==> src/rtl/dmem_resp_pkg.sv <==
// Shared definitions for the data-memory responder: memory op codes, FSM states
// and the alignment rule used when a request is accepted.
package dmem_resp_pkg;

    typedef enum logic [3:0] {
        MEM_OP_NOP = 4'd0,
        MEM_OP_LB  = 4'd1,
        MEM_OP_LH  = 4'd2,
        MEM_OP_LW  = 4'd3,
        MEM_OP_LBU = 4'd4,
        MEM_OP_LHU = 4'd5,
        MEM_OP_SB  = 4'd6,
        MEM_OP_SH  = 4'd7,
        MEM_OP_SW  = 4'd8
    } mem_op_e;

    typedef enum logic [1:0] {
        IDLE   = 2'd0,
        LD_RSP = 2'd1,
        RMW_WR = 2'd2
    } state_e;

    function automatic logic is_misaligned(input logic [3:0] op, input logic [1:0] off);
        logic mis;
        mis = 1'b0;
        case (op)
            MEM_OP_LH, MEM_OP_LHU, MEM_OP_SH: mis = off[0];
            MEM_OP_LW, MEM_OP_SW:             mis = |off;
            default:                          mis = 1'b0;
        endcase
        return mis;
    endfunction

endpackage

==> src/rtl/dmem_resp_lane_mux.sv <==
// Byte/half lane steering: extracts and extends load data, and merges sub-word
// store data into the word read back from SRAM.
module dmem_resp_lane_mux
    import dmem_resp_pkg::*;
#(
    parameter int DATA_WIDTH = 32
) (
    input  logic [3:0]            op,
    input  logic [1:0]            off,
    input  logic [DATA_WIDTH-1:0] rdata,
    input  logic [15:0]           wdata,
    output logic [DATA_WIDTH-1:0] load_data,
    output logic [DATA_WIDTH-1:0] store_data
);

    logic [7:0]  byte_sel;
    logic [15:0] half_sel;

    assign byte_sel = rdata[{off, 3'b000} +: 8];
    assign half_sel = off[1] ? rdata[31:16] : rdata[15:0];

    always_comb begin
        load_data = '0;
        case (op)
            MEM_OP_LB:  load_data = {{(DATA_WIDTH-8){byte_sel[7]}}, byte_sel};
            MEM_OP_LBU: load_data = {{(DATA_WIDTH-8){1'b0}}, byte_sel};
            MEM_OP_LH:  load_data = {{(DATA_WIDTH-16){half_sel[15]}}, half_sel};
            MEM_OP_LHU: load_data = {{(DATA_WIDTH-16){1'b0}}, half_sel};
            MEM_OP_LW:  load_data = rdata;
            default:    load_data = '0;
        endcase
    end

    always_comb begin
        store_data = rdata;
        case (op)
            MEM_OP_SB: store_data[{off, 3'b000} +: 8] = wdata[7:0];
            MEM_OP_SH: begin
                if (off[1]) store_data[31:16] = wdata;
                else        store_data[15:0]  = wdata;
            end
            default:   store_data = rdata;
        endcase
    end

endmodule

==> src/rtl/dmem_resp.sv <==
// Data-memory responder: serves MEM-stage loads/stores against a word-wide
// synchronous SRAM, using read-modify-write for SB/SH and one stall cycle per multi-cycle access.
module dmem_resp
    import dmem_resp_pkg::*;
#(
    parameter int ADDR_WIDTH = 32,
    parameter int DATA_WIDTH = 32,
    parameter int WORD_AW    = 19
) (
    input  logic                  clk_i,
    input  logic                  rst_i,
    input  logic                  req_ce_i,
    input  logic [3:0]            req_op_i,
    input  logic [ADDR_WIDTH-1:0] req_addr_i,
    input  logic [DATA_WIDTH-1:0] req_wdata_i,
    output logic [DATA_WIDTH-1:0] rsp_rdata_o,
    output logic                  rsp_valid_o,
    output logic                  err_o,
    output logic                  stallreq_o,
    output logic                  sram_ce_o,
    output logic                  sram_we_o,
    output logic [WORD_AW-1:0]    sram_addr_o,
    output logic [DATA_WIDTH-1:0] sram_wdata_o,
    input  logic [DATA_WIDTH-1:0] sram_rdata_i
);

    state_e               state_q, state_d;
    logic [3:0]           op_p1;
    logic [1:0]           off_p1;
    logic [15:0]          wdata_p1;
    logic [WORD_AW-1:0]   waddr_p1;
    logic [WORD_AW-1:0]   req_word;
    logic                 req_mis;
    logic [DATA_WIDTH-1:0] load_data, store_data;
    logic                 unused_addr_bits;

    assign req_word         = req_addr_i[WORD_AW+1:2];
    assign req_mis          = is_misaligned(req_op_i, req_addr_i[1:0]);
    assign unused_addr_bits = ^req_addr_i[ADDR_WIDTH-1:WORD_AW+2];

    // Stage p0 -> p1: request captured while idle, consumed in LD_RSP/RMW_WR
    always_ff @(posedge clk_i) begin
        if (rst_i) begin
            state_q  <= IDLE;
            op_p1    <= '0;
            off_p1   <= '0;
            wdata_p1 <= '0;
            waddr_p1 <= '0;
        end else begin
            state_q <= state_d;
            if (state_q == IDLE) begin
                op_p1    <= req_op_i;
                off_p1   <= req_addr_i[1:0];
                wdata_p1 <= req_wdata_i[15:0];
                waddr_p1 <= req_word;
            end
        end
    end

    dmem_resp_lane_mux #(.DATA_WIDTH(DATA_WIDTH)) u_lane_mux (
        .op         (op_p1),
        .off        (off_p1),
        .rdata      (sram_rdata_i),
        .wdata      (wdata_p1),
        .load_data  (load_data),
        .store_data (store_data)
    );

    always_comb begin
        state_d      = state_q;
        rsp_rdata_o  = '0;
        rsp_valid_o  = 1'b0;
        err_o        = 1'b0;
        stallreq_o   = 1'b0;
        sram_ce_o    = 1'b0;
        sram_we_o    = 1'b0;
        sram_addr_o  = '0;
        sram_wdata_o = '0;
        // Reset forces every output low, so an in-flight RMW write is dropped.
        if (!rst_i) begin
            case (state_q)
                IDLE: begin
                    if (req_ce_i) begin
                        case (req_op_i)
                            MEM_OP_LB, MEM_OP_LBU, MEM_OP_LH, MEM_OP_LHU, MEM_OP_LW: begin
                                if (req_mis) begin
                                    err_o = 1'b1;
                                end else begin
                                    sram_ce_o   = 1'b1;
                                    sram_addr_o = req_word;
                                    stallreq_o  = 1'b1;
                                    state_d     = LD_RSP;
                                end
                            end
                            MEM_OP_SB, MEM_OP_SH: begin
                                if (req_mis) begin
                                    err_o = 1'b1;
                                end else begin
                                    sram_ce_o   = 1'b1;
                                    sram_addr_o = req_word;
                                    stallreq_o  = 1'b1;
                                    state_d     = RMW_WR;
                                end
                            end
                            MEM_OP_SW: begin
                                if (req_mis) begin
                                    err_o = 1'b1;
                                end else begin
                                    sram_ce_o    = 1'b1;
                                    sram_we_o    = 1'b1;
                                    sram_addr_o  = req_word;
                                    sram_wdata_o = req_wdata_i;
                                end
                            end
                            default: ;
                        endcase
                    end
                end
                LD_RSP: begin
                    rsp_valid_o = 1'b1;
                    rsp_rdata_o = load_data;
                    state_d     = IDLE;
                end
                RMW_WR: begin
                    sram_ce_o    = 1'b1;
                    sram_we_o    = 1'b1;
                    sram_addr_o  = waddr_p1;
                    sram_wdata_o = store_data;
                    state_d      = IDLE;
                end
                default: state_d = IDLE;
            endcase
        end
    end

endmodule

==> config.mk <==
export PLATFORM = sky130hd
export DESIGN_NAME = dmem_resp
export DESIGN_NICKNAME = d
export VERILOG_FILES = /design/src/rtl/dmem_resp_pkg.sv /design/src/rtl/dmem_resp_lane_mux.sv /design/src/rtl/dmem_resp.sv
export SDC_FILE = /design/constraint.sdc
export NUM_CORES = 1
export LEC_CHECK = 0
export CORE_UTILIZATION = 44
export DETAILED_ROUTE_END_ITERATION = 10
export PLACE_DENSITY = 0.92
export SLEW_MARGIN = 20
export SYNTH_ARGS = -nofsm -noshare
export SYNTH_HDL_FRONTEND = slang
export SYNTH_SLANG_ARGS = --single-unit
==> constraint.sdc <==
create_clock -name clk_i -period 7 [get_ports clk_i]
set_input_delay 2.1 -clock clk_i [delete_from_list [all_inputs] [get_ports clk_i]]
set_output_delay 2.1 -clock clk_i [all_outputs]
set_load 0.05 [all_outputs]
# Word-level counts from Yosys, hierarchy flattened
# Index checks and enable logic that the tools add are counted.
[word_totals] register_bits=43 input_bits=103
[classes] add_sub_neg=1 n_eq_ne=19 shifts=3 mux=42 n_bitwise=1 reduce_logical=11
[ops] operator="32-bit 2-to-1 mux" count=6
[ops] operator="32-bit one-hot mux with 5 select lines" count=1
[ops] operator="32-bit one-hot mux with 2 select lines" count=2
[ops] operator="19-bit 2-to-1 mux" count=4
[ops] operator="16-bit 2-to-1 mux" count=3
[ops] operator="19-bit one-hot mux with 2 select lines" count=1
[ops] operator="32-bit bitwise mux" count=1
[ops] operator="4-bit by 3-bit equality test with 1-bit output (second input constant)" count=8
[ops] operator="8-bit by 7-bit variable shift with 32-bit output (first input constant)" count=1
[ops] operator="32-bit by 6-bit variable part select with 8-bit output" count=1
[ops] operator="8-bit by 7-bit variable part select with 32-bit output" count=1
[ops] operator="1-bit 2-to-1 mux" count=18
[ops] operator="4-bit by 2-bit equality test with 1-bit output (second input constant)" count=4
[ops] operator="4-bit by 1-bit equality test with 1-bit output (second input constant)" count=2
[ops] operator="2-bit OR reduction" count=4
[ops] operator="8-bit OR reduction" count=1
[ops] operator="5-bit negation with 7-bit output" count=1
[ops] operator="7-bit OR reduction" count=1
[ops] operator="1-bit one-hot mux with 2 select lines" count=3
[ops] operator="5-bit OR reduction" count=1
[ops] operator="4-bit equality test (second input constant)" count=1
[ops] operator="2-bit 2-to-1 mux" count=2
[ops] operator="2-bit != test (second input constant)" count=2
[ops] operator="2-bit one-hot mux with 2 select lines" count=1
[ops] operator="other kinds (7)" count=7

# Logic depth before layout (Yosys ltp)
# Gate-level depths: netlist of run 1.
[depth] ltp_word=8 depth_mapped=7 ltp_nobuf=6

# Modules after synthesis
# From an unflattened synthesis of run 1, not the netlist that was laid out.
[unflattened] hier_cells=575 area_unflattened_um2=4112.7
[by_module_without_submodules] module="dmem_resp" instances=1 cells_each=370 area_per_inst_um2=2608.8
[by_module_without_submodules] module="dmem_resp_lane_mux" instances=1 cells_each=205 area_per_inst_um2=1503.9

# Worst setup path after synthesis of run 1
# Ideal clock, no wire load.
[synth_path] path_type="input port to output port" start="input rst_i" end="output rsp_rdata_o[21]" arrival_ns=4.356 t_required_ns=4.900 path_slack_ns=0.544 path_stages=6 n_path_buf=2 cell_sequence="nor3b_2 > nand2_1 > or3_1 > buf_2 > buf_2 > a21oi_1"
[synth_between] elab_chain_cells=1
[synth_rtl] item="from (decl)" line="dmem_resp.sv:11" source="input logic rst_i,"
[synth_rtl] item="32-bit 2-to-1 mux" line="dmem_resp.sv:80" source="if (!rst_i) begin"
[synth_rtl] item="to (decl)" line="dmem_resp.sv:16" source="output logic [DATA_WIDTH-1:0] rsp_rdata_o,"
# No other way between the ends.

# Worst setup path in the final report of run 1
[layout_path] start="input req_op_i[3]" end="output sram_wdata_o[8]"
[layout_between] elab_chain_cells=8 elab_cells_between_ends=13
[layout_rtl] item="from (decl)" line="dmem_resp.sv:13" source="input logic [3:0] req_op_i,"
[layout_rtl] item="4-bit by 3-bit equality test with 1-bit output (tied with other cells)" line="dmem_resp_pkg.sv:26" source="case (op)"
[layout_rtl] item="3-bit OR reduction or 2-bit OR reduction (tied branches)" line="dmem_resp_pkg.sv:26"
[layout_rtl] item="1-bit one-hot mux with 2 select lines" line="dmem_resp_pkg.sv:26"
[layout_rtl] item="32-bit 2-to-1 mux" line="dmem_resp.sv:106" source="if (req_mis) begin"
[layout_rtl] item="32-bit 2-to-1 mux (*)" line="dmem_resp.sv:84" source="case (req_op_i)"
[layout_rtl] item="32-bit 2-to-1 mux (*)" line="dmem_resp.sv:83" source="if (req_ce_i) begin"
[layout_rtl] item="32-bit one-hot mux with 2 select lines (*)" line="dmem_resp.sv:81" source="case (state_q)"
[layout_rtl] item="32-bit 2-to-1 mux (*)" line="dmem_resp.sv:80"
[layout_rtl] item="to (decl)" line="dmem_resp.sv:23" source="output logic [DATA_WIDTH-1:0] sram_wdata_o,"
# Every way passes the cells marked *; elsewhere a longest branch is shown, timed or not.

==> results by group, run 1 <==
Outcome
  – Run status: finished, final reports clean

Synthesis
  – Yosys synthesis warning count: 0
  – Most used standard cell by instance count after synthesis: sky130_fd_sc_hd__nand2_1
  – Area share of the largest cell type after synthesis: 0.230
  – Mapped Nets: 617
  – Unique masters post-synth: just over 60
  – Sequential element share of the synthesized area: 0.230
  – Most instantiated flip-flop cell in the synthesis netlist: sky130_fd_sc_hd__dfxtp_1
  – Synth Instances: 509
  – Synth async-reset ratio: 0
  – Cells taking the most area after synthesis: sky130_fd_sc_hd__dfxtp_1 23%, sky130_fd_sc_hd__a21oi_1 12%, sky130_fd_sc_hd__nand2_1 11%
  – Register bit total from synthesis: 43
  – Cell taking the most area after synthesis: sky130_fd_sc_hd__dfxtp_1
  – Post-synthesis average cell area: between 7 and 8 µm²
  – Syn Std Cell Area: 3740 µm²
  – Top cell types by occurrence after synthesis: 113 x sky130_fd_sc_hd__nand2_1, 92 x sky130_fd_sc_hd__a21oi_1, 43 x sky130_fd_sc_hd__dfxtp_1
  – Count of flip-flops with a built-in enable after synthesis: 0

Timing
  – Shortest clock period the worst path allows after layout: roughly 6.7 ns
  – Total count of hold-check failures in the final report: 0
  – Final period util: 0.952
  – Final Worst Setup Slack: 0.339 ns
  – Unrepaired setup endpoints after global routing: false
  – Worst slew slack as a fraction of its limit: 0.317
  – Worst Tran Pin Value: 1.02 ns
  – Final worst clock skew: 0.0113 ns
  – Total Neg Setup Slack: 0 ns
  – Max Clock Freq: 150 MHz
  – Final max-slew violation count: 0
  – Final-report setup violation count: 0

Global routing
  – Largest net degree at the start of global routing: 43
  – Initial antenna violation count: 1
  – GRT Util Overall: 0.382
  – Via count of the first global-routing pass: 4,995
  – Global-route wire length before repair: ~26 mm
  – Remaining global-route overflow: 0

Routing
  – Vias: 5,208
  – Number of vias per cell: 6.86
  – Number of detailed-route iterations in the first pass: 6
  – Final routed wire length divided by cell count: between 20 and 25 µm
  – DRC Markers: 0
  – Drt first-iter violations: a little under 700
  – Final Routed Wirelength: 17.3 mm
  – DRT antenna net count: 0

Place
  – GPL Wtd Cong: about 0.99
  – Cell Count Post-Placement: 751
  – Half-perimeter wire length of the detailed placement result: 12.6 mm
  – Place WS: around 0.45 ns
  – Number of I/O port buffers: 179

Clock network
  – Clock network latency to the later pin of the worst-skew pair: 0.31 ns
  – Number of clock buffers inserted by TritonCTS: 5
  – Number of buffers added for setup after CTS: 0
  – Number of sinks on the clock net: 43
  – Count of hold buffers inserted by post-cts repair: 0
  – Post-cts sizing count: 0
  – CTS tree: built
  – H-tree levels: 2
  – CTS root buf: sky130_fd_sc_hd__clkbuf_8
  – Buffer depth of the longest clock path: 2
  – Clk slew on worst S/H paths: 0.08 ns

Die
  – Number of top-level design ports: 191
  – Area of the core region: between 8000 and 9000 µm²
  – Die Area: 8880 µm²
  – Initial cell density of the core: 0.456
  – Floorplan die height: 94.2 µm
  – DIE WIDTH: 94.2 µm
  – Std cell rows: 33

Worst setup path
  – Crit path required time: just under 5 ns
  – Reg2reg start: state_q[1]
  – Worst Reg-to-Reg Cells: 3
  – Worst reg2reg setup slack: 4.96 ns
  – Critical path type: in -> out
  – Worst EP arrival: between 4 and 5 ns
  – Timing endpoint of the critical path: sram_wdata_o[8]
  – Setup crit start kind: input port
  – R2R Path End: wdata_p1[6]
  – Cell-by-cell listing of the critical path: clkdlybuf4s50_1, nand4bb_1, nor2_4, a21oi_1, a311oi_1, buf_12
  – Slowest library cell on the worst path: sky130_fd_sc_hd__clkdlybuf4s50_1
  – Origin of the worst setup path: req_op_i[3]
  – Critical-path maximum fanout: 17
  – Kind of end point of the critical path: primary output
  – Delay of the slowest cell on the worst path: roughly 0.68 ns

Worst hold path
  – Class of the most critical hold timing path: reg -> reg

Finish
  – Fraction of final layout cells sized beyond drive strength 1: 0.205
  – Number of cells in the finished layout apart from fillers: 759
  – Diodes inserted: 0
  – Area Growth Syn to Fin: 72.3%
  – Core occupancy in the finished layout: 0.785
  – Final #Nets: 761

Job
  – Max-cap viol count: 0

Power
  – Power Density: approximately 110 nW/µm²
  – Leakage power figure: 0.00226 µW
  – Peak supply drop: 0.000136 V
==> metal layers <==
layer	vias to the layer above	track usage	share of wire
li1	2207	-	-
met1	2412	0.462	0.34
met2	482	0.630	0.48
met3	107	0.0833	0.13
met4	0	0.194	0.054
met5	-	0	0
==> sequential cells by signal (all words and copies together) (netlist names) <==
| register | cells |
|---|---|
| wdata_p1 | 16 |
| off_p1 | 2 |
| waddr_p1 | 19 |
| op_p1 | 4 |
| state_q | 2 |
==> kinds of logic after synthesis <==
group                    after synthesis  share of synthesized area
AO/OA/AOI/OAI                        210                      0.375
AND/OR/NAND/NOR                      181                      0.257
buffers and inverters                 51                     0.0642
flip-flops                            43                      0.230
multiplexers                          18                     0.0545
adder cells (fa/ha/maj)                5                     0.0167
XOR/XNOR                               1                    0.00234
==> how the worst min path moves through the flow <==
stage / start / end / cells after the start
finish: waddr_p1[5] / waddr_p1[5] / 2
global route: waddr_p1[18] / waddr_p1[18] / 2
CTS: waddr_p1[5] / waddr_p1[5] / 2
detailed placement: waddr_p1[5] / waddr_p1[5] / 2
global placement: waddr_p1[17] / waddr_p1[17] / 2
floorplan: waddr_p1[1] / waddr_p1[1] / 2
==> metrics by stage <==
stage          hold slack [ns]  total power [µW]  instance area (µm²)
5_1_grt                  0.490               717                 6450
4_1_cts                  0.464               688                 6450
3_3_place_gp             0.442               499                 6340
3_5_place_dp             0.452               512                 6340
2_1_floorplan            0.434               393                 3740
6_report                 0.466               698                 6450
==> final cells by class <==
class                      instances  area, µm²
fill                             487       1770
inverter                           4       15.0
clock inverter                     1       7.51
multi-input combinational        415       2650
sequential                        43        863
tap                              105        131
timing repair buffer             184       2690
clock buffer                       7       96.3
==> worst max-delay path, delay by kind of cell <==
family / cells / cell delay [ns]
compound gates: 2 / 0.65
buf+inv: 2 / 0.89
simple gates: 2 / 0.91
==> layout by cell type (no fill, tap or decap), types with 2 or more instances in the layout <==
cell type,instances
sky130_fd_sc_hd__nand2_1,113
sky130_fd_sc_hd__a21oi_1,92
sky130_fd_sc_hd__clkdlybuf4s50_1,91
sky130_fd_sc_hd__buf_12,86
sky130_fd_sc_hd__dfxtp_1,41
sky130_fd_sc_hd__a32oi_1,32
sky130_fd_sc_hd__a22o_1,20
sky130_fd_sc_hd__o21ai_1,18
sky130_fd_sc_hd__a22oi_1,16
sky130_fd_sc_hd__nand3_1,10
sky130_fd_sc_hd__nor2_1,9
sky130_fd_sc_hd__mux2_2,9
sky130_fd_sc_hd__mux2i_1,8
sky130_fd_sc_hd__a311oi_1,8
sky130_fd_sc_hd__o2bb2ai_1,8
sky130_fd_sc_hd__a2bb2oi_1,7
sky130_fd_sc_hd__clkbuf_8,7
sky130_fd_sc_hd__buf_4,7
sky130_fd_sc_hd__nor2b_1,6
sky130_fd_sc_hd__ha_1,5
sky130_fd_sc_hd__nand2b_1,4
sky130_fd_sc_hd__nor4_4,4
sky130_fd_sc_hd__inv_1,3
sky130_fd_sc_hd__nor3b_2,2
sky130_fd_sc_hd__or3_1,2
sky130_fd_sc_hd__nand4bb_1,2
sky130_fd_sc_hd__nor3_1,2
sky130_fd_sc_hd__a31oi_1,2
sky130_fd_sc_hd__or4_1,2
sky130_fd_sc_hd__nor4b_1,2
sky130_fd_sc_hd__and3_1,2
sky130_fd_sc_hd__or2_2,2
sky130_fd_sc_hd__nor2_4,2
sky130_fd_sc_hd__dfxtp_2,2
==> report_power, final <==
part | switching [µW] | leakage (µW) | internal, µW | total (µW)
clock | 91.4 | 0.0000505 | 89.8 | 181
sequential | 26.1 | 0.000358 | 261 | 287
combinational | 121 | 0.00185 | 109 | 230
total | 239 | 0.00226 | 459 | 698
Power figures use the tool's default switching activity.
==> run 2, diff against run 1 <==
--- a/config.mk
+++ b/config.mk
@@ -8,7 +8,6 @@
 export CORE_UTILIZATION = 44
 export DETAILED_ROUTE_END_ITERATION = 10
 export PLACE_DENSITY = 0.92
-export SLEW_MARGIN = 20
 export SYNTH_ARGS = -nofsm -noshare
 export SYNTH_HDL_FRONTEND = slang
 export SYNTH_SLANG_ARGS = --single-unit
==> run 2 against run 1 <==
Final cell count unchanged. Clock power is essentially flat. Clock-buffer cell count did not move. Core utilization hardly changed. Sequential share of layout area about the same. Non-clock buffer count did not move. Combinational power about the same. Register-to-register slack worse by 0.43 ns. Flip-flop and latch count is the same. Largest power group unchanged.
==> results by group, run 2 (synthesis gave the netlist of run 1 again) <==
Routing
  – DRT antenna net count: 0
  – Final Routed Wirelength: 17.3 mm
  – Drt first-iter violations: between 600 and 700
  – Final routed wire length divided by cell count: 22.8 µm
  – Number of detailed-route iterations in the first pass: 6
  – DRC Markers: 0
  – Number of vias per cell: 6.83
  – Vias: 5,184

Timing
  – Final period util: 0.954
  – Unrepaired setup endpoints after global routing: false
  – Max Clock Freq: 150 MHz
  – Shortest clock period the worst path allows after layout: 6.68 ns
  – Total Neg Setup Slack: 0 ns
  – Worst Tran Pin Value: 1.21 ns
  – Final worst clock skew: 0.0116 ns
  – Final max-slew violation count: 0
  – Worst slew slack as a fraction of its limit: 0.194
  – Total count of hold-check failures in the final report: 0
  – Final-report setup violation count: 0

Power
  – Leakage power figure: approximately 0.0023 µW
  – Power Density: 108 nW/µm²
  – Total power: 696 µW
  – Peak supply drop: 0.000134 V

Global routing
  – Largest net degree at the start of global routing: 43
  – GRT Util Overall: 0.382
  – Initial antenna violation count: 1
  – Global-route wire length before repair: around 26 mm
  – Remaining global-route overflow: 0
  – Via count of the first global-routing pass: between 4,000 and 5,000

Worst hold path
  – Class of the most critical hold timing path: reg -> reg

Clock network
  – Buffer depth of the longest clock path: 2
  – Clk slew on worst S/H paths: around 0.080 ns
  – CTS tree: built
  – Number of clock buffers inserted by TritonCTS: 5
  – CTS root buf: sky130_fd_sc_hd__clkbuf_8
  – Number of buffers added for setup after CTS: 0
  – Number of sinks on the clock net: 43
  – Clock network latency to the later pin of the worst-skew pair: 0.31 ns
  – Post-cts sizing count: 0
  – H-tree levels: 2
  – Count of hold buffers inserted by post-cts repair: 0

Die
  – Area of the core region: 8220 µm²
  – DIE WIDTH: approximately 94 µm
  – Floorplan die height: 94.2 µm
  – Number of top-level design ports: 191
  – Die Area: 8880 µm²
  – Initial cell density of the core: 0.456
  – Std cell rows: 33

Worst setup path
  – Crit path required time: 4.90 ns
  – Critical-path maximum fanout: 17
  – Worst EP arrival: about 4.6 ns
  – Critical path type: in -> out
  – Setup crit start kind: input port
  – Kind of end point of the critical path: primary output

Place
  – GPL Wtd Cong: 0.989
  – Number of I/O port buffers: 179
  – Half-perimeter wire length of the detailed placement result: 12.6 mm

Finish
  – Flip-flop count of the largest register after layout: 19
  – Reg with most FFs: waddr_p1
  – Number of filler instances in the final layout: a little under 500
  – Commonest non-fill, non-tap cell in the layout: sky130_fd_sc_hd__nand2_1
  – Diodes inserted: 0
  – Fraction of final layout cells sized beyond drive strength 1: 0.202
  – Top library cells by usage in the layout, fill and taps aside: 113 x sky130_fd_sc_hd__nand2_1, 92 x sky130_fd_sc_hd__a21oi_1, 91 x sky130_fd_sc_hd__clkdlybuf4s50_1, 86 x sky130_fd_sc_hd__buf_12, 43 x sky130_fd_sc_hd__dfxtp_1
  – Area Growth Syn to Fin: 72.2%
  – Final #Nets: 761
  – Biggest registers after layout: waddr_p1 (19), wdata_p1 (16), op_p1 (4)

Outcome
  – Run status: finished, final reports clean

Job
  – Max-cap viol count: 0
==> run 2: cell counts in the layout (fill, tap and decap cells not counted) <==
Identical to the previous run, type by type.
==> run 2: path summary, 6_finish.rpt <==
check	slack [ns]	cells past startpoint	endpoint	startpoint
min reg2reg	0.47	2	waddr_p1[5]	waddr_p1[5]
max	0.32	6	sram_wdata_o[11]	req_op_i[3]
max reg2reg	4.53	3	wdata_p1[6]	state_q[1]
min	0.47	2	waddr_p1[5]	waddr_p1[5]
==> run 2: metal layers <==
| metal | global-route usage | up-vias | part of all wire |
|---|---|---|---|
| met3 | 0.0833 | 111 | 0.12 |
| met4 | 0.194 | 0 | 0.054 |
| met5 | 0 | - | 0 |
| li1 | - | 2209 | - |
| met1 | 0.462 | 2435 | 0.34 |
| met2 | 0.630 | 429 | 0.48 |
==> run 2: area by class of cell <==
class	instances	area, µm²	area share
tap	105	131	0.0204
clock buffer	7	96.3	0.0149
inverter	4	15.0	0.00233
multi-input combinational	415	2650	0.411
sequential	43	861	0.134
timing repair buffer	184	2690	0.417
clock inverter	1	7.51	0.00116
==> run 2: stage by stage <==
step / worst slack [ns] / hold slack, ns / std cells / util / cell area, µm²
final: 0.321 / 0.466 / 759 / 0.785 / 6450
after floorplan: 0.544 / 0.434 / 509 / - / 3740
after detailed placement: 0.449 / 0.452 / 751 / 0.772 / 6340
after global placement: 0.567 / 0.442 / 751 / 0.772 / 6340
after global routing: 0.253 / 0.490 / 759 / 0.785 / 6450
after CTS: 0.410 / 0.464 / 759 / 0.785 / 6450
==> run 2: worst max-delay path, cell delays in order <==
cell	delay, ns
sky130_fd_sc_hd__clkdlybuf4s50_1	0.68
sky130_fd_sc_hd__nand4bb_1	0.39
sky130_fd_sc_hd__nor2_4	0.51
sky130_fd_sc_hd__a21oi_1	0.16
sky130_fd_sc_hd__a311oi_1	0.53
sky130_fd_sc_hd__buf_12	0.21
==> run 2: power breakdown <==
part           internal [µW]  switching (µW)
clock network           89.8            89.3
registers                260            26.3
logic                    109             121
==> run 3, diff against run 2 <==
--- a/config.mk
+++ b/config.mk
@@ -5,6 +5,7 @@
 export SDC_FILE = /design/constraint.sdc
 export NUM_CORES = 1
 export LEC_CHECK = 0
+export CORE_MARGIN = 10
 export CORE_UTILIZATION = 44
 export DETAILED_ROUTE_END_ITERATION = 10
 export PLACE_DENSITY = 0.92
==> run 3 against run 2 <==
Core utilization about the same. Sequential share of layout area decreased by 0.059 points. Die area increased by 42%. Routed wire length increased by 12%. Flip-flop and latch count unchanged. Largest power group unchanged.
==> results by group, run 3 (synthesis gave the netlist of run 1 again) <==
Outcome
  – Run status: finished, final reports clean

Place
  – Number of I/O port buffers: 179
  – GPL Wtd Cong: 0.993
  – Half-perimeter wire length of the detailed placement result: 14.4 mm
  – Cell area after placement: 6340 µm²

Power
  – Switching Fraction: 0.319
  – P_int: 512 µW
  – Switching power total: 240 µW
  – Portion of total power attributed to combinational logic: 0.308
  – Share of power burned in registers: 0.381
  – Leakage power figure: 0.00228 µW
  – Power share of the clock group: 0.311
  – Peak supply drop: between 0.0001 and 0.00015 V
  – Power Density: 116 nW/µm²

Worst setup path
  – Crit path depth: 6
  – Worst EP arrival: roughly 4.7 ns
  – Critical path type: in -> out
  – Critical-path maximum fanout: 17
  – Crit path required time: 4.90 ns
  – Delay of the slowest cell on the worst path: 0.70 ns
  – Timing endpoint of the critical path: sram_wdata_o[15]
  – Slowest library cell on the worst path: sky130_fd_sc_hd__clkdlybuf4s50_1
  – Reg2reg start: state_q[1]
  – Worst Reg-to-Reg Cells: 3
  – Cell-by-cell listing of the critical path: clkdlybuf4s50_1, nand4bb_1, nor2_4, a21oi_1, a311oi_1, buf_12
  – R2R Path End: wdata_p1[15]
  – Origin of the worst setup path: req_op_i[3]
  – Total buffers and inverters traversed by the critical path: 2
  – Kind of end point of the critical path: primary output
  – Setup crit start kind: input port
  – Top Family by Delay on Critical Path: simple AND/OR/NAND/NOR gates
  – Worst reg2reg setup slack: 4.38 ns

Finish
  – Diodes inserted: 0
  – Commonest non-fill, non-tap cell in the layout: sky130_fd_sc_hd__nand2_1
  – Fraction of final layout cells sized beyond drive strength 1: 0.200
  – Biggest registers after layout: waddr_p1 (19), wdata_p1 (16), op_p1 (4)
  – Flip-flop count of the largest register after layout: 19
  – Area of the multi-input gates: 2650 µm²
  – Final #Nets: 761
  – Area taken by flip-flops and latches: 861 µm²
  – Top library cells by usage in the layout, fill and taps aside: 113 x sky130_fd_sc_hd__nand2_1, 92 x sky130_fd_sc_hd__a21oi_1, 91 x sky130_fd_sc_hd__clkdlybuf4s50_1, 86 x sky130_fd_sc_hd__buf_12, 43 x sky130_fd_sc_hd__dfxtp_1
  – Reg with most FFs: waddr_p1
  – Number of filler instances in the final layout: 473
  – Area Growth Syn to Fin: 73.0%
  – Layout Cell Area excl Fill: 6470 µm²

Global routing
  – Global-route wire length before repair: 29.6 mm
  – GRT Util Overall: 0.283
  – Remaining global-route overflow: 0
  – Met3 capacity usage during global routing: 0.0799
  – Largest net degree at the start of global routing: 43
  – Initial antenna violation count: 0
  – Via count of the first global-routing pass: 5,246
  – GRT Max-Usage Layer: met2
  – Met2 capacity usage during global routing: 0.485
  – Global Route met1 Usage: 0.312

Clock network
  – Number of buffers added for setup after CTS: 0
  – Clk slew on worst S/H paths: 0.08 ns
  – Buffer depth of the longest clock path: 2
  – Post-cts sizing count: 0
  – CTS tree: built
  – Number of sinks on the clock net: between 40 and 50
  – H-tree levels: 2
  – Count of hold buffers inserted by post-cts repair: 0
  – Number of clock buffers inserted by TritonCTS: 5
  – CTS root buf: sky130_fd_sc_hd__clkbuf_8
  – Clock network latency to the later pin of the worst-skew pair: 0.31 ns

Die
  – Initial cell density of the core: 0.453
  – Number of top-level design ports: ~190
  – DIE WIDTH: 112 µm
  – Die Area: 12,600 µm²
  – Area of the core region: 8260 µm²
  – Floorplan die height: 112 µm
  – Std cell rows: 33

Timing
  – Final max-slew violation count: 0
  – Final period util: 0.964
  – Worst slew slack as a fraction of its limit: 0.0795
  – Shortest clock period the worst path allows after layout: between 6 and 7 ns
  – Worst Tran Pin Value: 1.37 ns
  – Total Neg Setup Slack: 0 ns
  – Worst-case hold slack: 0.466 ns
  – Total count of hold-check failures in the final report: 0
  – Unrepaired setup endpoints after global routing: false
  – Final-report setup violation count: 0
  – Final worst clock skew: 0.00964 ns
  – Max Clock Freq: approximately 150 MHz

Routing
  – Drt first-iter violations: 620
  – Final Routed Wirelength: ~19 mm
  – DRC Markers: 0
  – Number of vias per cell: 6.87
  – Number of detailed-route iterations in the first pass: 5
  – DRT antenna net count: 0
  – Vias: 5,216
  – Final routed wire length divided by cell count: 25.5 µm

Worst hold path
  – Class of the most critical hold timing path: reg -> reg
  – Startpoint of the lowest-slack hold path: waddr_p1[0]

Job
  – Max-cap viol count: 0
[run 3: changes by cell type in the layout (fill, tap and decap cells not counted)]
cell / before / now
sky130_fd_sc_hd__bufinv_16: 0 / 2
sky130_fd_sc_hd__clkbuf_8: 7 / 5
sky130_fd_sc_hd__clkbuf_1: 0 / 1
sky130_fd_sc_hd__clkinvlp_4: 1 / 0
[run 3: worst min-delay path by stage]
stage | to | slack, ns | cells past startpoint
final | waddr_p1[0] | 0.47 | 2
after global routing | waddr_p1[0] | 0.49 | 2
after CTS | waddr_p1[0] | 0.47 | 2
after detailed placement | waddr_p1[0] | 0.45 | 2
after global placement | waddr_p1[7] | 0.44 | 2
after floorplan | waddr_p1[1] | 0.43 | 2
[run 3: tightest hold or removal path, delay by kind of cell (launching register included)]
| family | cells | cell delay (ns) |
|---|---|---|
| AND/OR/NAND/NOR | 1 | 0.05 |
| flip-flops | 1 | 0.32 |
| AO/OA/AOI/OAI | 1 | 0.05 |
[run 3: routing by layer]
layer	part of all wire	vias up
met5	0	-
met4	0.052	0
met3	0.12	85
met2	0.48	440
met1	0.35	2472
li1	-	2219
[run 3: power by group through the flow]
stage	clock network [µW]	logic, µW	registers, µW
finish	234	232	287
global route	243	242	288
CTS	235	227	285
detailed placement	0	223	290
global placement	0	213	287
floorplan	0	118	275
[run 3: layout make-up]
type / instances / share of cell area
clock buffer: 6 / 0.0112
clock inverter: 2 / 0.00928
inverter: 4 / 0.00232
multi-input combinational: 415 / 0.409
sequential: 43 / 0.133
tap: 105 / 0.0203
timing repair buffer: 184 / 0.415
[run 3: through the flow]
stage / util / worst slack, ns / total power (µW) / instances
finish: 0.784 / 0.249 / 753 / 759
CTS: 0.784 / 0.389 / 746 / 759
global route: 0.784 / 0.203 / 773 / 759
global placement: 0.768 / 0.575 / 500 / 751
detailed placement: 0.768 / 0.477 / 513 / 751
floorplan: - / 0.544 / 393 / 509
==> variant 1 (settings of run 3) <==
Encoding of `state_e`: now one-hot (3 bits for 3 states).
--- a/src/rtl/dmem_resp_pkg.sv
+++ b/src/rtl/dmem_resp_pkg.sv
@@ -14,10 +14,10 @@
         MEM_OP_SW  = 4'd8
     } mem_op_e;
 
-    typedef enum logic [1:0] {
-        IDLE   = 2'd0,
-        LD_RSP = 2'd1,
-        RMW_WR = 2'd2
+    typedef enum logic [2:0] {
+        IDLE   = 3'b001,
+        LD_RSP = 3'b010,
+        RMW_WR = 3'b100
     } state_e;
 
     function automatic logic is_misaligned(input logic [3:0] op, input logic [1:0] off);
Check against the original RTL: same outputs for any inputs over 4 cycles, from zero or initial values and one cycle with rst_i high; so few cycles prove little.
==> variant 1 against run 3 <==
- final area shrank 7.5%
- area after synthesis decreased by 3.5%
- non-clock buffer count up 8
- routed wire length down 13%
- total power decreased by 2.4%
- sequential cell count up 1
- register-to-register slack improved by 0.94 ns
- setup slack improved by 0.092 ns
- count of clock-buffer cells in the layout grew 1
- largest cell class is now multi-input combinational cells
- highest routed layer unchanged
==> variant 1: results (changes against run 3) <==
{| class="wikitable"
! Metric !! Value
|-
| Number of distinct library cells after synthesis || 52 (-15%)
|-
| Sum of internal, switching and leakage power || 0.734 mW (-2.4%)
|-
| Most area-consuming cells after synthesis || sky130_fd_sc_hd__dfxtp_1, sky130_fd_sc_hd__nand2_1, sky130_fd_sc_hd__a21oi_1
|-
| Outcome || finished clean
|-
| Global-route usage over all layers || 0.260 (-0.0233)
|-
| Worst r2r path cells || 5 (+2)
|-
| Largest delay share family, worst path || buffers and inverters
|-
| Launch instance of the worst min-delay path || waddr_p1[18]$_SDFFE_PP0P_
|-
| Startpoint of the lowest-slack register-to-register path || state_q[0]$_SDFFE_PP1P_
|-
| Regs by FF count || waddr_p1: 19 flops, wdata_p1: 16 flops, op_p1: 4 flops
|-
| Post-synthesis sequential area ratio || 0.244 (+0.0138)
|-
| Largest net degree at the start of global routing || 64 (+49%)
|-
| Maximum fanout along the worst path || 28 (+11)
|-
| Number of global-route vias before repair || 4791 (-8.7%)
|-
| First-pass iteration count of the detailed router || 7 (+2)
|-
| Last weighted congestion value of the routability-driven placer || 0.973 (-2.0%)
|-
| Cell at the slowest stage of the critical path || sky130_fd_sc_hd__clkdlybuf4s50_1
|-
| Maximum vdd ir drop || 0.000160 V (+20%)
|-
| Post-synthesis net count || 627 (+1.6%)
|-
| Comb power || 0.226 mW (-3%)
|-
| Start point of the critical path || rst_i
|-
| Maximum buffer depth of the clock tree || 2 (unchanged)
|-
| Pre-CTS setup slack || 0.416 ns (-0.0614 ns)
|-
| Commonest cells in the synthesized netlist || sky130_fd_sc_hd__nand2_1, sky130_fd_sc_hd__a21oi_1, sky130_fd_sc_hd__dfxtp_1, sky130_fd_sc_hd__clkbuf_1, sky130_fd_sc_hd__a22oi_1
|-
| Ratio of cells with drive above 1 in the final layout || 0.140 (-0.0600)
|-
| Tightest slew margin relative to the limit || 0.228 (+0.149)
|-
| Worst EP arrival || 4.56 ns (-0.09 ns)
|-
| Register-to-Register Setup Slack || 5.32 ns (+0.94 ns)
|-
| Slowest stage delay, CP || 0.84 ns (+0.14 ns)
|-
| Via count normalized by instance count || 6.25 (-9.0%)
|-
| Layout net count || 784 (+3.0%)
|-
| First-pass GRT wire length || 26.9 mm (-9.1%)
|-
| Layout filler cell count || 551 (+16%)
|-
| Clock skew after layout || 0.00672 ns (-0.00292 ns)
|-
| Switching Fraction || 0.319 (about the same)
|-
| Final Critical Period || 6.66 ns (-0.0916 ns)
|-
| Drt total wl || 16.9 mm (-13%)
|}
-- variant 1: cell count changes in the layout (fill, tap and decap cells not counted), sizes merged, moves of 11 or more --
cell           delta
clkdlybuf4s50    +32
a32oi            -29
buf              -24
a222oi           +20
a22o             -20
a32o             +19
nand2            +17
nor2             +13
a22oi            +12
inv              +11
-- variant 1: kinds of logic after synthesis --
group | synth area share
AND/OR/NAND/NOR | 0.257
AO/OA/AOI/OAI | 0.381
buffers and inverters | 0.0630
flip-flops | 0.244
multiplexers | 0.0339
adder cells (fa/ha/maj) | 0.0173
XOR/XNOR | 0.00485
-- variant 1: cell type report --
type	instances	area [um2]	area share
Sequential cell	44	881	0.147
Multi-Input combinational cell	418	2520	0.422
Clock inverter	1	30.0	0.00502
Tap cell	102	128	0.0213
Inverter	15	56.3	0.00940
Clock buffer	7	96.3	0.0161
Timing Repair Buffer	192	2270	0.380
-- variant 1: layer usage --
| layer | GRT usage | routed length [um] |
|---|---|---|
| met5 | 0 | 0 |
| met4 | 0.0743 | 386 |
| met3 | 0.0848 | 2190 |
| met2 | 0.430 | 8040 |
| met1 | 0.313 | 6270 |
-- variant 1: worst min-delay path, cell delays in order (launching register included) --
cell and delay, ns:
sky130_fd_sc_hd__dfxtp_1 0.32, sky130_fd_sc_hd__nand2_1 0.05, sky130_fd_sc_hd__a21oi_1 0.05
-- variant 1: worst paths after layout --
kind,to
worst max-delay path,rsp_rdata_o[26]
worst min-delay path,waddr_p1[18]$_SDFFE_PP0P_
worst max register to register,state_q[0]$_SDFFE_PP1P_
worst min register to register,waddr_p1[18]$_SDFFE_PP0P_
-- variant 1: through the flow --
step	hold WS (ns)	std cells	instance area (um2)
finish	0.463	779	5990
global route	0.483	779	5990
CTS	0.463	779	5990
detailed placement	0.449	771	5860
global placement	0.441	771	5860
floorplan	0.436	519	3610
==> variant 2 (flow settings as in run 3) <==
Made on the original files. Put a register stage on the output `err_o`, with the module's reset. The value now appears one clock later. The other outputs are not delayed to match.
--- a/src/rtl/dmem_resp.sv
+++ b/src/rtl/dmem_resp.sv
@@ -23,6 +23,8 @@
     output logic [DATA_WIDTH-1:0] sram_wdata_o,
     input  logic [DATA_WIDTH-1:0] sram_rdata_i
 );
+
+    logic err_d;
 
     state_e               state_q, state_d;
     logic [3:0]           op_p1;
@@ -70,7 +72,7 @@
         state_d      = state_q;
         rsp_rdata_o  = '0;
         rsp_valid_o  = 1'b0;
-        err_o        = 1'b0;
+        err_d        = 1'b0;
         stallreq_o   = 1'b0;
         sram_ce_o    = 1'b0;
         sram_we_o    = 1'b0;
@@ -84,7 +86,7 @@
                         case (req_op_i)
                             MEM_OP_LB, MEM_OP_LBU, MEM_OP_LH, MEM_OP_LHU, MEM_OP_LW: begin
                                 if (req_mis) begin
-                                    err_o = 1'b1;
+                                    err_d = 1'b1;
                                 end else begin
                                     sram_ce_o   = 1'b1;
                                     sram_addr_o = req_word;
@@ -94,7 +96,7 @@
                             end
                             MEM_OP_SB, MEM_OP_SH: begin
                                 if (req_mis) begin
-                                    err_o = 1'b1;
+                                    err_d = 1'b1;
                                 end else begin
                                     sram_ce_o   = 1'b1;
                                     sram_addr_o = req_word;
@@ -104,7 +106,7 @@
                             end
                             MEM_OP_SW: begin
                                 if (req_mis) begin
-                                    err_o = 1'b1;
+                                    err_d = 1'b1;
                                 end else begin
                                     sram_ce_o    = 1'b1;
                                     sram_we_o    = 1'b1;
@@ -133,5 +135,13 @@
         end
     end
 
+    always_ff @(posedge clk_i) begin
+        if (rst_i) begin
+            err_o <= '0;
+        end else begin
+            err_o <= err_d;
+        end
+    end
+
 endmodule
 
Function: changed (a bounded check fails within 4 cycles, from zero or initial values and one cycle with rst_i high).
==> variant 2 against run 3 <==
- sequential cell count grew 1
- via count fell by 3.7%
- final area decreased by 4.9%
- critical path type unchanged
- largest power group unchanged
- count of clock-buffer cells in the layout is 2 higher
- global-route usage fell by 3.5 points
- die area up 2.3%
- area after synthesis rose by 2.8%
- largest cell class is now multi-input combinational cells
- total power down 11%
- setup slack got worse by 0.020 ns
- core utilization fell by 7.1 points
- routed wire length shrank 12%
- fmax decreased by 0.30%
- cell count rose by 4.3%
- critical path depth unchanged
==> variant 2: results (changes against run 3) <==
{| class="wikitable"
! Metric !! Value
|-
| Largest delay share family, worst path || buffers and inverters
|-
| Slowest stage delay, CP || 0.72 ns (+0.02 ns)
|-
| Pre-CTS setup slack || 0.242 ns (-0.235 ns)
|-
| Register-to-Register Setup Slack || 5.31 ns (+0.93 ns)
|-
| Met2 wire length || 8.02 mm (-14%)
|-
| Layout net count || 791 (+3.9%)
|-
| Ratio of cells with drive above 1 in the final layout || 0.145 (-0.0556)
|-
| Global-route usage over all layers || 0.248 (-0.0353)
|-
| Startpoint of the lowest-slack register-to-register path || state_q[0]$_SDFFE_PP0P_
|-
| DRT met1 WL || 6.63 mm (-2.0%)
|-
| Largest net degree at the start of global routing || 69 (+60%)
|-
| Post-synthesis net count || 638 (+3.4%)
|-
| Worst reg2reg endpoint || wdata_p1[6]$_SDFFE_PP0P_
|-
| Maximum fanout along the worst path || 7 (-10)
|-
| Number of global-route vias before repair || 4854 (-7.5%)
|-
| Commonest cells in the synthesized netlist || sky130_fd_sc_hd__nand2_1, sky130_fd_sc_hd__a21oi_1, sky130_fd_sc_hd__dfxtp_1, sky130_fd_sc_hd__nor2_1, sky130_fd_sc_hd__a221o_1
|-
| Most area-consuming cells after synthesis || sky130_fd_sc_hd__dfxtp_1, sky130_fd_sc_hd__nand2_1, sky130_fd_sc_hd__a21oi_1
|-
| Instance count of the mapped netlist || 530 (+4.1%)
|-
| Worst-case hold path end point || waddr_p1[9]$_SDFFE_PP0P_
|-
| Last weighted congestion value of the routability-driven placer || 0.937 (-5.6%)
|-
| Length of routed met3 wiring || 2.05 mm (-8.1%)
|-
| Outcome || finished clean
|-
| Post-cts gate resize count || 0 (unchanged)
|-
| Layout filler cell count || 685 (+45%)
|-
| Tightest slew margin relative to the limit || 0.269 (+0.189)
|-
| Clock skew after layout || 0.00177 ns (-0.00787 ns)
|-
| Area after DPL || 6070 um2 (-4.3%)
|-
| First-pass GRT wire length || 26.9 mm (-9.1%)
|-
| Violation count after the first detailed-route iteration || 517 (-17%)
|-
| Number of instances in the placed design || 784 (+4.4%)
|-
| Launch instance of the worst min-delay path || waddr_p1[9]$_SDFFE_PP0P_
|}
==> variant 2: cell count changes in the layout (fill, tap and decap cells not counted), sizes merged, moves of 9 or more <==
cell           change
a221o             +39
clkdlybuf4s50     +33
a32oi             -32
buf               -26
nor2              +24
a32o              +19
a21oi             -16
a22oi             -15
o21ai             -14
nand2             +13
mux2               -9
==> variant 2: how the worst max path moves through the flow <==
stage                            endpoint  slack, ns        startpoint  depth (start not counted)
after floorplan           rsp_rdata_o[15]       0.87             rst_i                          4
after global placement    rsp_rdata_o[12]       0.27  sram_rdata_i[15]                          6
after detailed placement  rsp_rdata_o[12]       0.24  sram_rdata_i[15]                          6
after CTS                 rsp_rdata_o[12]       0.24  sram_rdata_i[15]                          6
after global routing      rsp_rdata_o[12]       0.09  sram_rdata_i[15]                          6
final                      rsp_rdata_o[8]       0.23  sram_rdata_i[15]                          6
==> variant 2: layout make-up <==
cell class	count	share of cell area
flip-flops and latches	44	0.143
repair buffers	191	0.370
multi-input cells	428	0.442
clock buffers	8	0.0146
inverters	13	0.00792
well taps	108	0.0219
==> variant 2: cells by family (layout without fill, tap and decap cells) <==
| group | Yosys count | in the layout | share of synthesized area |
|---|---|---|---|
| buffers and inverters | 58 | 212 | 0.0660 |
| muxes | 17 | 17 | 0.0475 |
| and+or+nand+nor | 226 | 226 | 0.286 |
| xor gates and xnor gates | 1 | 1 | 0.00228 |
| AOI/OAI and AO/OA | 179 | 179 | 0.353 |
| DFF | 44 | 44 | 0.229 |
| adders and majority gates | 5 | 5 | 0.0163 |
==> variant 2: tightest hold or removal path, stage by stage (launching register included) <==
cell and delay [ns]:
sky130_fd_sc_hd__dfxtp_1 0.32, sky130_fd_sc_hd__nand2_1 0.05, sky130_fd_sc_hd__a21oi_1 0.05
==> variant 2: where the power goes <==
part / switching, mW / internal (mW) / leakage [nW]
Clock: 0.0858 / 0.0807 / 0.0455
Combinational: 0.108 / 0.106 / 1.91
Sequential: 0.0246 / 0.266 / 0.365
Total: 0.218 / 0.452 / 2.32
==> variant 2: layer usage <==
metal,vias up,global-route usage
met5,-,0
li1,2285,-
met2,315,0.412
met1,2390,0.305
met4,0,0.0482
met3,32,0.0829
==> variant 2: per-stage QoR <==
stage	util	hold WS, ns
floorplan	-	0.436
global placement	0.703	0.441
detailed placement	0.703	0.453
CTS	0.713	0.463
global route	0.713	0.482
finish	0.713	0.462
